--- config.mk ---
export PLATFORM = sky130hd
export DESIGN_NAME = gray_code_converter_pipe
export DESIGN_NICKNAME = d
export VERILOG_FILES = /design/src/rtl/gray_code_converter_pipe.sv
export SDC_FILE = /design/constraint.sdc
export NUM_CORES = 1
export LEC_CHECK = 0
export CAP_MARGIN = 20
export CORE_AREA = 2 2 53 65
export DETAILED_ROUTE_END_ITERATION = 8
export DIE_AREA = 0 0 55 67
export DONT_BUFFER_PORTS = 1
export GPL_TIMING_DRIVEN = 0
export PLACE_DENSITY_LB_ADDON = 0.25
export SLEW_MARGIN = 5
export SYNTH_ARGS = -nofsm -noshare
export SYNTH_HDL_FRONTEND = slang
export SYNTH_SLANG_ARGS = --single-unit
--- constraint.sdc ---
create_clock -name clk -period 6.1 [get_ports clk]
set_clock_uncertainty 0.2 [all_clocks]
set_input_delay 1.22 -clock clk [delete_from_list [all_inputs] [get_ports clk]]
set_output_delay 1.22 -clock clk [all_outputs]
set_load 0.01 [all_outputs]
--- src/rtl/gray_code_converter_pipe.sv ---
// gray_code_converter_pipe
//
// Pipelined, bidirectional Gray/binary converter with a valid/ready handshake.
// It sits beside the async FIFO pointer logic. Each transaction picks its own
// direction. Gray inputs are also step-checked against the previous accepted
// Gray input. A jump of more than one bit flags a corrupted synchronised
// pointer.
//
// Parameters:
//   WIDTH    code width in bits (2..32)
//   STAGES   pipeline register stages, equal to the latency in cycles (1..4)
//   ERRCNT_W width of the saturating violation counter
//
// Ports:
//   clk        clock, all logic on the rising edge
//   rst_n      synchronous active-low reset
//   in_valid   input transaction present
//   in_ready   converter can accept this cycle (forced 0 while in reset)
//   in_mode    0 = Gray-to-binary, 1 = binary-to-Gray
//   in_data    code to convert
//   chk_clr    clears the step-check history and the error counter
//   out_valid  result present
//   out_ready  downstream accepts result
//   out_data   converted code
//   out_mode   in_mode carried alongside the result
//   out_err    step-check violation flag for this result
//   err_cnt    saturating count of violations
module gray_code_converter_pipe #(
    parameter int WIDTH    = 6,
    parameter int STAGES   = 2,
    parameter int ERRCNT_W = 8
) (
    input  logic                clk,
    input  logic                rst_n,
    input  logic                in_valid,
    output logic                in_ready,
    input  logic                in_mode,
    input  logic [WIDTH-1:0]    in_data,
    input  logic                chk_clr,
    output logic                out_valid,
    input  logic                out_ready,
    output logic [WIDTH-1:0]    out_data,
    output logic                out_mode,
    output logic                out_err,
    output logic [ERRCNT_W-1:0] err_cnt
);

    logic [STAGES-1:0] v;
    logic [WIDTH-1:0]  d [STAGES];
    logic [STAGES-1:0] m;
    logic [STAGES-1:0] e;

    logic [STAGES-1:0] ld;
    logic              acc;

    logic [WIDTH-1:0]  last_gray;
    logic              has_last;

    logic [WIDTH-1:0]  g2b;
    logic [WIDTH-1:0]  conv;
    logic [WIDTH-1:0]  diff;
    logic              multi_bit;
    logic              viol;

    // Stage i can load when any stage from i to the output is empty, or when
    // the output is being consumed. In either case the whole occupied run ahead
    // of stage i shifts forward. Writing it in flattened form avoids a
    // combinational self-reference in the ready chain.
    for (genvar i = 0; i < STAGES; i++) begin : g_ld
        assign ld[i] = out_ready || !(&v[STAGES-1:i]);
    end

    assign in_ready = rst_n && ld[0];
    assign acc      = in_valid && in_ready;

    // Gray-to-binary: bit k is the XOR of all Gray bits at or above k. The
    // result is the XOR of every right-shift of the input.
    always_comb begin
        g2b = in_data;
        for (int s = 1; s < WIDTH; s++) begin
            g2b = g2b ^ (in_data >> s);
        end
    end

    assign conv = in_mode ? (in_data ^ (in_data >> 1)) : g2b;

    // More than one differing bit means clearing the lowest set bit leaves
    // something behind.
    assign diff      = in_data ^ last_gray;
    assign multi_bit = |(diff & (diff - WIDTH'(1)));
    assign viol      = !in_mode && has_last && multi_bit;

    always_ff @(posedge clk) begin
        if (!rst_n) begin
            v         <= '0;
            m         <= '0;
            e         <= '0;
            for (int i = 0; i < STAGES; i++) begin
                d[i] <= '0;
            end
            last_gray <= '0;
            has_last  <= 1'b0;
            err_cnt   <= '0;
        end else begin
            if (ld[0]) begin
                v[0] <= acc;
                if (acc) begin
                    d[0] <= conv;
                    m[0] <= in_mode;
                    e[0] <= viol;
                end
            end
            for (int i = 1; i < STAGES; i++) begin
                if (ld[i]) begin
                    v[i] <= v[i-1];
                    if (v[i-1]) begin
                        d[i] <= d[i-1];
                        m[i] <= m[i-1];
                        e[i] <= e[i-1];
                    end
                end
            end

            // A clear that coincides with an accepted Gray input still
            // checks that input against the old history. The history is then
            // reloaded from that input.
            if (acc && !in_mode) begin
                last_gray <= in_data;
                has_last  <= 1'b1;
            end else if (chk_clr) begin
                has_last  <= 1'b0;
            end

            if (chk_clr) begin
                err_cnt <= '0;
            end else if (acc && viol && (err_cnt != {ERRCNT_W{1'b1}})) begin
                err_cnt <= err_cnt + ERRCNT_W'(1);
            end
        end
    end

    assign out_valid = v[STAGES-1];
    assign out_data  = d[STAGES-1];
    assign out_mode  = m[STAGES-1];
    assign out_err   = e[STAGES-1];

endmodule
==> flow_results.org <==
** Run status
- The flow ran to the end, and the final reports show no timing, DRC or antenna violations.

** Detailed routing
- The final layout contains routed wiring with a total length of 2750 um.
- Residual DRC count :: 0
- The first detailed-routing pass ran for 4 iterations.
- Avg Vias per Cell :: 5.62
- Detailed router's first-iteration violation count :: 25
- DRT antenna net count :: 0
- Wire length per cell after detailed routing :: 13.9 um
- Via count :: ~1100

** Logic synthesis
- Top-area cell type share of the netlist area :: 25.8%
- Average footprint of a synthesized cell :: 10.6 um2
- Among all cell types in the netlist, the one instantiated most often is sky130_fd_sc_hd__dfxtp_1.
- Synthesis produced 154 cells.
- Count of yosys warnings during synthesis :: 0
- Net count of the mapped netlist :: 167
- Number of enable flip-flop cells after synthesis :: 12
- Part of the Yosys area used for sequential elements :: between 40% and 50%
- Post-synthesis cell area :: 1630 um2
- For this run, asynchronously set or reset flops after synthesis account for 0%.
- After synthesis, the netlist uses 40 different library cells.
- Primary flip-flop cell chosen by synthesis mapping :: sky130_fd_sc_hd__dfxtp_1
- Total of flip-flops plus latches after synthesis :: 33
- Cell types with the largest area share after synthesis :: sky130_fd_sc_hd__dfxtp_1 (26%), sky130_fd_sc_hd__edfxtp_1 (22%), sky130_fd_sc_hd__mux2i_1 (6.1%)
- Cell taking the most area after synthesis :: sky130_fd_sc_hd__dfxtp_1
- Top cells by count, synth :: sky130_fd_sc_hd__dfxtp_1 (21), sky130_fd_sc_hd__edfxtp_1 (12), sky130_fd_sc_hd__nor2b_1 (12), sky130_fd_sc_hd__mux2i_1 (10), sky130_fd_sc_hd__nor2_1 (10)

** Critical path
- Crit path required time :: 4.68 ns
- CP Max Fanout :: 5
- The worst setup path is launched from an input port.
- For this design, the slowest cell found on the critical path is sky130_fd_sc_hd__nand3b_1.
- CP cell instances :: nand3b_1 > and2_1 > clkbuf_1
- Family of cells with the greatest summed delay on the critical path :: simple AND/OR/NAND/NOR gates
- Kind of capture point of the worst setup path :: primary output
- Setup Crit Path Kind :: input port to primary output
- Data arrives at the worst endpoint at ~1.8 ns.
- In this design, the stage delay of the slowest critical-path cell is 0.19 ns.
- Counting both buffers and inverters, the worst setup path holds a total of 1.

** Finish
- In the final layout, the multi-input gates occupy 779 um2.
- Finished Core Util :: 56.9%
- From synthesis to final layout, the design area changed by 5.84%.
- Share of final-layout standard cells stronger than drive strength 1 :: 14.2%
- Filler cells :: 283
- Net count, final :: 174
- 0 antenna diodes ended up in the layout.
- Summing all non-filler instances in the final layout gives an area of 1720 um2.
- Summing all flip-flop and latch instances after layout gives 781 um2.

** GRT
- Initial antenna violation count :: 0
- Global routing consumed, over all layers together, 17.6% of the routing resources.
- Total global routing overflow :: 0
- The via count of the first global-routing pass was 1102.
- The first global-routing pass estimated 4550 um of wire.
- Entering global routing, the biggest net connects 11 pins.

** CTS
- For the worst-skew pair, the clock arrives at the later sink with an insertion delay of 0.33 ns.
- Clock tree synthesis selected as its root buffer the cell sky130_fd_sc_hd__clkbuf_4.
- In this run, post-CTS repair resized a total of 0 instances.
- Clock tree synthesis inserted a total of 5 buffers.
- Hold buffers post-CTS :: 0
- After clock tree synthesis, the clock-pin slew on the worst setup and hold paths is about 0.10 ns.
- Post-CTS timing repair inserted 0 buffers for setup.
- Deepest clock path buffer count :: 2
- CTS tree :: built
- Total number of clock tree sinks :: 33
- CTS built an H-tree with a depth of 2.

** Pwr
- Worst ir drop on vdd :: roughly 140 uV
- LEAKAGE :: roughly 0.68 nW
- For this design the ratio of total power to cell area is 234 nW/um2.

** Floorplanning
- Die X :: ~55 um
- After floorplanning, the core was divided into 22 placement rows.
- Pin placement for this block handled 30 I/O pins.
- Core Region :: 3030 um2
- Once the floorplan was initialized, standard cells occupied 53.8% of the core.
- The die is 67 um tall.
- The die covers 3690 um2.

** STA
- The max-slew violation count was 0.
- Worst hold slack across all endpoints :: 0.286 ns
- Post-route worst setup slack :: 2.92 ns
- Setup repair after global routing missed its margin :: false
- Tmin final :: 3.18 ns
- For the final routed database, the setup TNS stands at 0 ns.
- The final number of hold-violating endpoints is 0.
- The worst path uses 52.2% of the clock period.
- Highest Clock Rate :: between 0.3 and 0.4 GHz
- At the pin with the least slew margin, the transition time is 0.605 ns.
- Final setup vio count :: 0
- Max-slew headroom :: about three fifths

** Placement
- HPWL after detailed placement :: 2050 um
- Port buffering added 0 buffers.
- At the end of routability-driven placement, the weighted congestion stood at 0.762.
- Worst-case setup slack after placement :: 2.91 ns
- Placed Area :: 1670 um2

** Worst hold path
- Worst min-delay path category :: register to register

** Job
- MaxCap Viol Count :: 0
cell families (layout without fill, tap and decap cells):
group           after synthesis  in the layout  synth area share (%)
compound gates               24             24                  10.1
xor+xnor                     17             17                  11.0
fa+ha+maj                     1              1                 0.768
buf+inv                      12             20                  4.22
flops                        33             33                  47.9
mux                          10             10                  6.14
simple gates                 57             57                  19.8
stage by stage:
stage	cells	total power, W
detailed placement	190	0.000295
global placement	190	0.000293
finish	198	0.000403
CTS	198	0.000408
global route	198	0.000423
floorplan	154	0.000287
worst register-to-register path, delay by kind of cell (launching register included):
kind            cells  cell delay (ns)
simple gates        3             0.81
compound gates      2             0.51
flops               1             0.40
fa+ha+maj           1             0.30
cells in the final DEF (no fill, tap or decap), types with 2 or more instances in the layout:
master	n
sky130_fd_sc_hd__a21oi_1	6
sky130_fd_sc_hd__and2_1	8
sky130_fd_sc_hd__and4_1	2
sky130_fd_sc_hd__and4b_1	2
sky130_fd_sc_hd__buf_4	6
sky130_fd_sc_hd__clkbuf_1	2
sky130_fd_sc_hd__clkbuf_4	5
sky130_fd_sc_hd__clkinv_1	2
sky130_fd_sc_hd__dfxtp_1	21
sky130_fd_sc_hd__edfxtp_1	12
sky130_fd_sc_hd__inv_1	2
sky130_fd_sc_hd__mux2i_1	10
sky130_fd_sc_hd__nand2_1	7
sky130_fd_sc_hd__nand2b_1	2
sky130_fd_sc_hd__nand3_1	3
sky130_fd_sc_hd__nor2_1	10
sky130_fd_sc_hd__nor2b_1	12
sky130_fd_sc_hd__nor3_1	2
sky130_fd_sc_hd__o21a_1	2
sky130_fd_sc_hd__o21ai_0	7
sky130_fd_sc_hd__or3_1	3
sky130_fd_sc_hd__xnor2_1	4
sky130_fd_sc_hd__xor2_1	9
sky130_fd_sc_hd__xor2_2	4
power breakdown:
group / total [W] / internal, W / switching, W
clock: 0.000114 / 0.0000416 / 0.0000721
sequential: 0.000244 / 0.000239 / 0.00000431
combinational: 0.0000456 / 0.0000213 / 0.0000242
metal layers:
| layer | global-route usage, % | part of all wire [%] |
|---|---|---|
| met1 | 17.0 | 39 |
| met2 | 30.8 | 51 |
| met3 | 8.30 | 7.8 |
| met4 | 7.62 | 1.9 |
| met5 | 0 | 0 |
final timing paths:
kind | cells past startpoint | startpoint | slack (ns) | endpoint
worst min register to register | 2 | has_last | 0.29 | has_last
worst max-delay path | 3 | out_ready | 2.92 | in_ready
worst min-delay path | 2 | has_last | 0.29 | has_last
worst max register to register | 6 | err_cnt[0] | 3.81 | err_cnt[5]
registers in the layout (all words and copies together) (netlist names):
name	flops
e	2
m	2
d	12
v	2
has_last	1
err_cnt	8
last_gray	6
cell type report:
| cell class | count | area share [%] |
|---|---|---|
| clock buffer | 5 | 2.18 |
| multi-input combinational | 109 | 45.2 |
| tap | 36 | 2.61 |
| sequential | 33 | 45.3 |
| inverter | 2 | 0.435 |
| clock inverter | 3 | 0.726 |
| buffer | 10 | 3.56 |
(Power assumes the default switching activity.)
